--- config.mk ---
export PLATFORM = sky130hd
export DESIGN_NAME = sd_cmd_sequencer
export DESIGN_NICKNAME = d
export VERILOG_FILES = /design/src/rtl/sd_spi_pkg.sv /design/src/rtl/spi_reg_port.sv /design/src/rtl/sd_cmd_sequencer.sv
export SDC_FILE = /design/constraint.sdc
export NUM_CORES = 1
export LEC_CHECK = 0
export CAP_MARGIN = 20
export CORE_MARGIN = 1.5
export CORE_UTILIZATION = 25
export CTS_BUF_LIST = sky130_fd_sc_hd__clkbuf_4 sky130_fd_sc_hd__clkbuf_8 sky130_fd_sc_hd__clkbuf_16
export CTS_CLUSTER_SIZE = 16
export DETAILED_ROUTE_END_ITERATION = 8
export HOLD_SLACK_MARGIN = 0.02
export SLEW_MARGIN = 40
export SYNTH_ARGS = -nofsm -noshare
export SYNTH_HDL_FRONTEND = slang
export SYNTH_SLANG_ARGS = --single-unit
--- constraint.sdc ---
create_clock -name pro_clk -period 4.5 [get_ports pro_clk]
set_clock_uncertainty 0.1 [all_clocks]
set_input_delay 0.9 -clock pro_clk [delete_from_list [all_inputs] [get_ports pro_clk]]
set_output_delay 0.9 -clock pro_clk [all_outputs]
set_load 0.1 [all_outputs]
--- src/rtl/sd_spi_pkg.sv ---
// sd_spi_pkg
//   Shared definitions for the SD-card SPI-mode command sequencer and its
//   SPI_master register port: register map, frame constants, sequencer
//   state encoding and the frame byte selector.
package sd_spi_pkg;

   // SPI_master register map
   localparam logic [1:0] REG_CTRL   = 2'b00;
   localparam logic [1:0] REG_STATUS = 2'b01;
   localparam logic [1:0] REG_TX     = 2'b10;
   localparam logic [1:0] REG_RX     = 2'b11;

   // SD command framing
   localparam logic [1:0] SD_CMD_START = 2'b01;
   localparam logic [7:0] FILL_BYTE    = 8'hFF;

   // Byte index 0..5 are command bytes; index 6 stands for every fill byte.
   localparam logic [2:0] FILL_IDX = 3'd6;

   typedef enum logic [3:0] {
      ST_IDLE  = 4'd0,
      ST_CFG   = 4'd1,
      ST_LOAD  = 4'd2,
      ST_GUARD = 4'd3,
      ST_POLL  = 4'd4,
      ST_RX    = 4'd5,
      ST_NEXT  = 4'd6,
      ST_DONE  = 4'd7
   } sd_state_e;

   // Byte sent on MOSI for a given frame position.
   function automatic logic [7:0] frame_byte(input logic [2:0]  idx,
                                             input logic [5:0]  cmd_index,
                                             input logic [31:0] arg,
                                             input logic [6:0]  crc7);
      case (idx)
         3'd0:    frame_byte = {SD_CMD_START, cmd_index};
         3'd1:    frame_byte = arg[31:24];
         3'd2:    frame_byte = arg[23:16];
         3'd3:    frame_byte = arg[15:8];
         3'd4:    frame_byte = arg[7:0];
         3'd5:    frame_byte = {crc7, 1'b1};
         default: frame_byte = FILL_BYTE;
      endcase
   endfunction

endpackage

--- src/rtl/spi_reg_port.sv ---
// spi_reg_port
//   Turns a level request (req/we/addr/wdata) into one SPI_master register
//   access. A write drives one strobe cycle followed by one idle cycle in
//   which ack is high. A read drives two strobe cycles, captures spi_rdata at
//   the edge ending the second, then raises ack for one idle cycle.
//   The requester must hold req/we/addr/wdata stable until it sees ack and
//   must move on in the ack cycle; req is ignored while ack is high.
// Ports:
//   pro_clk, rst_n        clock, asynchronous active-low reset
//   req, we, addr, wdata  access request from the sequencer
//   ack                   one-cycle completion, rdata valid with it
//   rdata                 last value read (held until the next read)
//   spi_cs/wr/rd/addr/wdata, spi_rdata   SPI_master register bus
module spi_reg_port (
   input  logic       pro_clk,
   input  logic       rst_n,
   input  logic       req,
   input  logic       we,
   input  logic [1:0] addr,
   input  logic [7:0] wdata,
   output logic       ack,
   output logic [7:0] rdata,
   output logic       spi_cs,
   output logic       spi_wr,
   output logic       spi_rd,
   output logic [1:0] spi_addr,
   output logic [7:0] spi_wdata,
   input  logic [7:0] spi_rdata
);

   typedef enum logic [1:0] {
      P_IDLE = 2'd0,
      P_RD2  = 2'd1,
      P_ACK  = 2'd2
   } port_state_e;

   port_state_e pst;
   logic        strobe_on;
   logic        wr_on;

   always_ff @(posedge pro_clk or negedge rst_n) begin
      if (!rst_n) begin
         pst <= P_IDLE;
      end else begin
         case (pst)
            P_IDLE:  if (req) pst <= we ? P_ACK : P_RD2;
            P_RD2:   pst <= P_ACK;
            default: pst <= P_IDLE;
         endcase
      end
   end

   // Read data is captured at the edge that ends the second read cycle.
   always_ff @(posedge pro_clk) begin
      if (pst == P_RD2) rdata <= spi_rdata;
   end

   // The first strobe cycle coincides with the accepting cycle, so a write
   // costs two cycles and a read three, ack cycle included.
   assign strobe_on = ((pst == P_IDLE) && req) || (pst == P_RD2);
   assign wr_on     = (pst == P_IDLE) && req && we;

   assign spi_cs    = strobe_on;
   assign spi_wr    = wr_on;
   assign spi_rd    = strobe_on && !wr_on;
   assign spi_addr  = strobe_on ? addr : 2'b00;
   assign spi_wdata = wr_on ? wdata : 8'h00;
   assign ack       = (pst == P_ACK);

endmodule

--- src/rtl/sd_cmd_sequencer.sv ---
// sd_cmd_sequencer
//   Sends one SD SPI-mode command frame through the SPI_master register
//   port: control register write, six command bytes, then 0xFF fill bytes
//   until an R1 byte (bit7 = 0) arrives or NCR_MAX fills have been sent.
//   Each byte is: write txdata, wait GUARD cycles, poll status bit0, read
//   rxdata.
// Ports:
//   pro_clk, rst_n                  clock, asynchronous active-low reset
//   start                           begin a command (accepted only in IDLE)
//   cmd_index, arg, crc7, cfg_ctrl  command fields, latched on start
//   busy, done                      frame in progress / end-of-frame pulse
//   r1, err_ncr, err_poll           result, valid from done to next start
//   spi_cs/wr/rd/addr/wdata         SPI_master register strobes and data
//   spi_rdata                       SPI_master data as seen during reads
module sd_cmd_sequencer #(
   parameter int NCR_MAX  = 8,
   parameter int POLL_MAX = 1023,
   parameter int GUARD    = 2
) (
   input  logic        pro_clk,
   input  logic        rst_n,
   input  logic        start,
   input  logic [5:0]  cmd_index,
   input  logic [31:0] arg,
   input  logic [6:0]  crc7,
   input  logic [7:0]  cfg_ctrl,
   output logic        busy,
   output logic        done,
   output logic [7:0]  r1,
   output logic        err_ncr,
   output logic        err_poll,
   output logic        spi_cs,
   output logic        spi_wr,
   output logic        spi_rd,
   output logic [1:0]  spi_addr,
   output logic [7:0]  spi_wdata,
   input  logic [7:0]  spi_rdata
);
   import sd_spi_pkg::*;

   localparam int PW = $clog2(POLL_MAX + 1);
   localparam int FW = $clog2(NCR_MAX + 1);
   localparam int GW = $clog2(GUARD + 2);
   localparam logic [PW-1:0] POLL_LAST = PW'(POLL_MAX - 1);
   localparam logic [FW-1:0] FILL_LAST = FW'(NCR_MAX - 1);

   sd_state_e     state;
   logic [2:0]    byte_idx;
   logic [FW-1:0] fill_cnt;
   logic [PW-1:0] poll_cnt;
   logic [GW-1:0] guard_cnt;
   logic          guard_done;

   logic [5:0]    cmd_q;
   logic [31:0]   arg_q;
   logic [6:0]    crc_q;
   logic [7:0]    cfg_q;

   logic          req;
   logic          we;
   logic [1:0]    addr;
   logic [7:0]    wdata;
   logic          ack;
   logic [7:0]    port_rdata;

   assign guard_done = (int'(guard_cnt) + 1 >= GUARD);

   // Command fields are plain data: captured on an accepted start only.
   always_ff @(posedge pro_clk) begin
      if ((state == ST_IDLE) && start) begin
         cmd_q <= cmd_index;
         arg_q <= arg;
         crc_q <= crc7;
         cfg_q <= cfg_ctrl;
      end
   end

   // Register-port request implied by the current state.
   always_comb begin
      req   = 1'b0;
      we    = 1'b0;
      addr  = REG_CTRL;
      wdata = 8'h00;
      case (state)
         ST_CFG: begin
            req   = 1'b1;
            we    = 1'b1;
            addr  = REG_CTRL;
            wdata = cfg_q;
         end
         ST_LOAD: begin
            req   = 1'b1;
            we    = 1'b1;
            addr  = REG_TX;
            wdata = frame_byte(byte_idx, cmd_q, arg_q, crc_q);
         end
         ST_POLL: begin
            req  = 1'b1;
            addr = REG_STATUS;
         end
         ST_RX: begin
            req  = 1'b1;
            addr = REG_RX;
         end
         default: ;
      endcase
   end

   always_ff @(posedge pro_clk or negedge rst_n) begin
      if (!rst_n) begin
         state     <= ST_IDLE;
         busy      <= 1'b0;
         done      <= 1'b0;
         r1        <= FILL_BYTE;
         err_ncr   <= 1'b0;
         err_poll  <= 1'b0;
         byte_idx  <= 3'd0;
         fill_cnt  <= '0;
         poll_cnt  <= '0;
         guard_cnt <= '0;
      end else begin
         done <= 1'b0;
         case (state)
            ST_IDLE: begin
               if (start) begin
                  state    <= ST_CFG;
                  busy     <= 1'b1;
                  r1       <= FILL_BYTE;
                  err_ncr  <= 1'b0;
                  err_poll <= 1'b0;
                  byte_idx <= 3'd0;
                  fill_cnt <= '0;
               end
            end
            ST_CFG: begin
               if (ack) state <= ST_LOAD;
            end
            ST_LOAD: begin
               if (ack) begin
                  state     <= ST_GUARD;
                  guard_cnt <= '0;
                  poll_cnt  <= '0;
               end
            end
            ST_GUARD: begin
               if (guard_done) state <= ST_POLL;
               else            guard_cnt <= guard_cnt + 1'b1;
            end
            ST_POLL: begin
               if (ack) begin
                  if (port_rdata[0]) begin
                     state <= ST_RX;
                  end else if (poll_cnt == POLL_LAST) begin
                     // Byte never completed: abandon the frame, r1 stays 0xFF.
                     err_poll <= 1'b1;
                     done     <= 1'b1;
                     state    <= ST_DONE;
                  end else begin
                     poll_cnt <= poll_cnt + 1'b1;
                  end
               end
            end
            ST_RX: begin
               if (ack) state <= ST_NEXT;
            end
            ST_NEXT: begin
               // port_rdata still holds the rxdata just read.
               if (byte_idx != FILL_IDX) begin
                  byte_idx <= byte_idx + 3'd1;
                  state    <= ST_LOAD;
               end else if (!port_rdata[7]) begin
                  r1    <= port_rdata;
                  done  <= 1'b1;
                  state <= ST_DONE;
               end else if (fill_cnt == FILL_LAST) begin
                  err_ncr <= 1'b1;
                  done    <= 1'b1;
                  state   <= ST_DONE;
               end else begin
                  fill_cnt <= fill_cnt + 1'b1;
                  state    <= ST_LOAD;
               end
            end
            ST_DONE: begin
               busy  <= 1'b0;
               state <= ST_IDLE;
            end
            default: state <= ST_IDLE;
         endcase
      end
   end

   spi_reg_port u_port (
      .pro_clk   (pro_clk),
      .rst_n     (rst_n),
      .req       (req),
      .we        (we),
      .addr      (addr),
      .wdata     (wdata),
      .ack       (ack),
      .rdata     (port_rdata),
      .spi_cs    (spi_cs),
      .spi_wr    (spi_wr),
      .spi_rd    (spi_rd),
      .spi_addr  (spi_addr),
      .spi_wdata (spi_wdata),
      .spi_rdata (spi_rdata)
   );

endmodule

After elaboration in Yosys (flattened, before gate mapping)
Cells that the tools add are included.
{ "word_totals": {"elab_cells": 142, "in_bits": 64, "regBits": 98} }
{ "op_classes": {"n_lt_le_gt_ge": 1, "eq_ne": 35, "n_mux": 60, "add_sub_neg": 5, "reduce_logical": 25} }
{ "op_table": {"columns": ["operator", "n"], "rows": [
  ["$mux W4", 12],
  ["$pmux W8 S6", 1],
  ["$mux W10", 4],
  ["$mux W8", 4],
  ["$pmux W8 S2", 2],
  ["$ne A2 B2 Y1 const B", 15],
  ["$pmux W4 S7", 1],
  ["$eq A4 B3 Y1 const B", 5],
  ["$pmux W10 S2", 1],
  ["$reduce_and A5 Y1", 4],
  ["$mux W1", 16],
  ["$mux W3", 5],
  ["$add A10 B1 Y10 const B", 1],
  ["$eq A10 B10 Y1 const B", 1],
  ["$mux W2", 5],
  ["$reduce_bool A2 Y1", 5],
  ["$eq A4 B2 Y1 const B", 2],
  ["$pmux W1 S2", 4],
  ["$pmux W2 S2", 2],
  ["$pmux W4 S2", 1],
  ["$reduce_and A7 Y1", 1],
  ["$eq A3 B2 Y1 const B", 2],
  ["$eq A3 B3 Y1 const B", 2],
  ["$pmux W2 S3", 1],
  ["other kinds (24)", 29]
]} }

Longest topological paths before layout
{ "depth": {"depth_word": 7, "ltp_mapped": 10} }

By module
Synthesis repeated with hierarchy kept, for this count alone.
{ "unflattened": {"cells_unflattened": 362, "hier_area_um2": 4388.0} }
{ "modules_own_cells": {"columns": ["mod", "seq_area_each_um2", "area_each_um2", "instances", "cells_each"], "rows": [
  ["sd_cmd_sequencer", 2452.4, 3971.3, 1, 331],
  ["spi_reg_port", 290.3, 416.6, 1, 31]
]} }

Worst setup path before layout
Ideal clock, no wire load.
{ "synth_timing": {"path_type": "flip-flop to output port", "start": "register state[1]", "end": "output port spi_rd", "stages_incl_launch_ff": 6, "n_path_buf": 1, "setup_slack_ps": 237, "arrival_ps": 3263, "t_required_ps": 3500, "cell_sequence": "dfrtp_1 buf_2 inv_1 xnor2_1 a21oi_1 and2_1"} }
{ "synth_lines": {"columns": ["item", "line", "text"], "rows": [
  ["start: declaration", "sd_cmd_sequencer.sv:47", "sd_state_e state;"],
  ["start signal: assignment", "sd_cmd_sequencer.sv:111", "state <= ST_IDLE;"],
  ["start signal: assignment", "sd_cmd_sequencer.sv:126", "state <= ST_CFG;"],
  ["start signal: assignment", "sd_cmd_sequencer.sv:136", "if (ack) state <= ST_LOAD;"],
  ["$eq A4 B3 Y1 (tied with other cells)", "sd_cmd_sequencer.sv:84", "case (state)"],
  ["$reduce_or A4 Y1 (no source line) *", null, null],
  ["$mux W1 *", "sd_cmd_sequencer.sv:84", null],
  ["$logic_and A1 B1 Y1 *", "spi_reg_port.sv:60", "assign strobe_on = ((pst == P_IDLE) && req) || (pst == P_RD2);"],
  ["$logic_or A1 B1 Y1 *", "spi_reg_port.sv:60", null],
  ["named net spi_cs", "sd_cmd_sequencer.sv:32", "output logic spi_cs,"],
  ["$logic_and A1 B1 Y1 *", "spi_reg_port.sv:65", "assign spi_rd = strobe_on && !wr_on;"],
  ["end: declaration", "sd_cmd_sequencer.sv:34", "output logic spi_rd,"]
]} }
Mark *: on every way through the listed nets, which the timed path passes. The rest lies on a longest branch.

Worst setup path in the final report
{ "layout_timing": {"start": "register byte_idx[1]", "end": "output port spi_wdata[0]"} }
{ "layout_via": {"elab_chain_len": 4} }
{ "layout_rtl": {"columns": ["item", "line", "text"], "rows": [
  ["start: declaration", "sd_cmd_sequencer.sv:48", "logic [2:0] byte_idx;"],
  ["start signal: assignment", "sd_cmd_sequencer.sv:169", "byte_idx <= byte_idx + 3'd1;"],
  ["$eq A3 B3 Y1 (tied with other cells)", "sd_spi_pkg.sv:36", "case (idx)"],
  ["$pmux W8 S6 *", "sd_spi_pkg.sv:36", null],
  ["$pmux W8 S2 *", "sd_cmd_sequencer.sv:84", null],
  ["$mux W8 *", "spi_reg_port.sv:67", "assign spi_wdata = wr_on ? wdata : 8'h00;"],
  ["end: declaration", "sd_cmd_sequencer.sv:36", "output logic [7:0] spi_wdata,"]
]} }
Every way passes the cells marked *; elsewhere a longest branch is shown, timed or not.

==> summary.txt <==
Logic synthesis
  • Most used DFF post-synth: edfxtp_1
  • Mapped Nets: around 450
  • EDFF count, synth: 61
  • Async SR Flop Fraction: 37.11%
  • Synthesized area: 4368 um^2
  • Post-synthesis register bit count: between 90 and 100
  • Syn avg cell area: between 10 and 15 um^2
  • Post-synthesis cell type count: 52
  • Post-synth top area cell: edfxtp_1
  • Post-synthesis cell count: around 380
  • Most area-consuming cells after synthesis: edfxtp_1 42%, dfrtp_1 16%, dfstp_2 4.8%
  • Syn. warnings: 0
  • Register area share after synthesis: a little over three fifths
  • Top cell type's share of synthesized area: a little over two fifths

Detailed routing
  • ANT nets after route: 0
  • Via count: approximately 3200
  • Via density: 4.695
  • DRT Pass-1 Iters: 5
  • WL/cell: between 15 and 20 um
  • Initial DRC count: approximately 220
  • Routed wire length: 10440 um
  • DRC viols: 0

Pwr
  • Pwr Density: approximately 600 nW/um^2
  • Tot Pwr: around 3.4 mW
  • Comb power frac: 40.0%
  • Net switching power: about 1.5 mW
  • Clock Power Share: 21.6%
  • Worst IR drop on VDD: 0.0003679 V
  • Power share of the sequential group: 38.4%
  • Leakage: slightly above 2 nW
  • Internal power: 1.893 mW
  • Sw Share: a little over two fifths

Clocking
  • CTS max path bufs: 2
  • Cts hold-fix bufs: 0
  • Htree depth: 3
  • # Post-CTS Setup Buffers: 0
  • Num CTS Buffers: 9
  • Num Clock Sinks: 97
  • CTS tree: built
  • Clock Latency Late Sink: 0.35 ns
  • Clock-pin slew on the worst setup and hold paths: ~0.07 ns
  • Root buf cell: clkbuf_16
  • Post-CTS sizing: 0

Worst setup path
  • CP max stage delay: approximately 0.57 ns
  • Crit Path Category: reg2out
  • CP max FO: 16
  • Crit end category: output pin
  • Critical Path AT: between 2 and 3 ns
  • Cell Chain, Critical Path: inv_1 -> ha_1 -> a22oi_1 -> o211ai_1 -> o21ai_0 -> a21oi_1 -> buf_4
  • Startpoint Class: flip-flop
  • Crit-path slowest cell: ha_1
  • Req. time, crit path: about 3.5 ns

Layout
  • Multi-input logic area: between 1000 and 1500 um^2
  • Fin nets: 529
  • # fillers: 1770
  • Share of layout cells above drive strength 1: about 14%
  • Sequential standard cell area: approximately 2700 um^2
  • Fin area: around 5600 um^2
  • P&R area growth vs syn: 29.05%
  • Antenna fix cells: 0

Floorplanning
  • Core ar.: ~17000 um^2
  • Num ports: 89
  • DIE AREA: about 18000 um^2
  • Starting Density: about a quarter
  • Rows: 48
  • DIE WIDTH: between 100 and 150 um
  • Die Span Y: approximately 140 um

Global route
  • Largest net degree at the start of global routing: between 50 and 60
  • Total GRT Usage: a little under an eighth
  • Global route total overflow: 0
  • First-pass GRT wire length: approximately 17000 um
  • Vias in the first global route: 3301
  • Initial antenna violation count: 0

STA
  • Final hold slack: between 0.3 and 0.4 ns
  • Slew headroom: a little under half
  • Fin. max-slew vios: 0
  • Final worst slack: between 0.8 and 0.9 ns
  • Max Clock Freq: 0.2715 GHz
  • Final setup TNS: 0 ns
  • Worst-margin pin slew: roughly 0.79 ns
  • RSZ-0062 raised after global routing: false
  • Count of final setup violators: 0
  • Final period utilization: 81.84%
  • Crit path time final: 3.683 ns
  • Fin. Hold Viols: 0

Min path
  • Worst hold path class: reg2reg

Placement
  • Placer Congestion: about 0.73
  • DPL Wire Length: ~7400 um
  • Placed inst area: approximately 5300 um^2
  • Port bufs: just under 90
  • Worst slack, placed: ~1.2 ns

Run status
  • Status: complete, no violations

Job
  • Maxcap violations: 0
routing by layer:
layer  part of all wire (%)  global-route usage (%)  vias to the layer above
li1                       -                       -                     1562
met1                     47                   16.27                     1541
met2                     45                   18.65                      104
met3                    6.2                   3.068                       14
met4                    1.5                   3.524                        0
met5                      0                       0                        -
power groups by stage:
stage               sequential, mW  clock, mW  combinational, mW
finish                        1.29      0.730               1.35
global route                  1.32      0.794               1.45
CTS                           1.29      0.754               1.36
detailed placement            1.31          0               1.36
global placement              1.31          0               1.36
floorplan                     1.35          0              0.980
worst paths after layout:
path / from / end / slack (ns) / cells after the start
setup / recovery: byte_idx[1] / spi_wdata[0] / 0.82 / 7
hold / removal: r1[7] / r1[7] / 0.38 / 2
setup reg to reg: byte_idx[1] / fill_cnt[3] / 1.84 / 5
hold reg to reg: r1[7] / r1[7] / 0.38 / 2
max in group asynchronous: rst_n / r1[1] / 3.51 / 1
min in group asynchronous: rst_n / poll_cnt[8] / 0.40 / 1
worst max-delay path, delay by kind of cell (launching register included):
kind	cells	cell delay, ns
compound gates	4	0.75
fa+ha+maj	1	0.57
buf+inv	2	0.49
flops	1	0.52
cell usage after synthesis, types with 9 or more instances:
library cell,n
o31ai_1,9
nand2_1,40
nor2_1,20
ha_1,9
nand4_1,9
clkbuf_1,13
nand3_1,13
o21ai_0,20
inv_1,21
edfxtp_1,61
a21oi_1,37
dfrtp_1,28
stage by stage:
step | instances | utilization, %
floorplan | 379 | -
global placement | 670 | 31.46
detailed placement | 670 | 31.10
CTS | 686 | 32.76
global route | 686 | 32.82
finish | 686 | 32.82
cells by family after synthesis:
| logic type | count (synthesis) | share of synthesized area [%] |
|---|---|---|
| adders and majority gates | 9 | 2.578 |
| xor gates and xnor gates | 2 | 0.4011 |
| and+or+nand+nor | 119 | 14.18 |
| AOI/OAI and AO/OA | 104 | 15.10 |
| buffers and inverters | 45 | 4.240 |
| muxes | 3 | 0.7161 |
| DFF | 97 | 62.79 |
layout by cell type, fill, tap and decap left out, types with 4 or more instances in the layout:
cell type / netlist / final
o31ai_1: 9 / 9
nand3_1: 13 / 13
clkdlybuf4s50_1: 0 / 62
nand2_1: 40 / 40
or4_1: 6 / 6
buf_4: 0 / 15
ha_1: 9 / 9
a22oi_1: 8 / 8
o211ai_1: 7 / 7
o21ai_0: 20 / 19
nor2b_1: 4 / 4
a31oi_1: 4 / 4
nor3_1: 4 / 4
buf_2: 7 / 13
and4_1: 4 / 4
clkbuf_16: 0 / 9
nor2_1: 20 / 19
edfxtp_1: 61 / 61
nand4_1: 9 / 9
dfrtp_1: 28 / 27
inv_1: 21 / 20
a21oi_1: 37 / 36
dfstp_2: 8 / 8
flip-flops by register name (all words and copies together), names as in the netlist, 2 cells and up:
signal	cells
arg_q	32
poll_cnt	10
cfg_q	8
r1	8
u_port.rdata	8
crc_q	7
cmd_q	6
fill_cnt	4
byte_idx	3
state	3
guard_cnt	2
u_port.pst	2
cell type report:
cell class              count  area share, %
flip-flops and latches     97          48.68
clock inverters             6         0.9323
repair buffers             90          14.16
clock buffers              10          4.129
well taps                 225          4.994
inverters                  21          1.443
multi-input cells         237          25.66
Note: power is estimated with default switching activity, not from simulation.
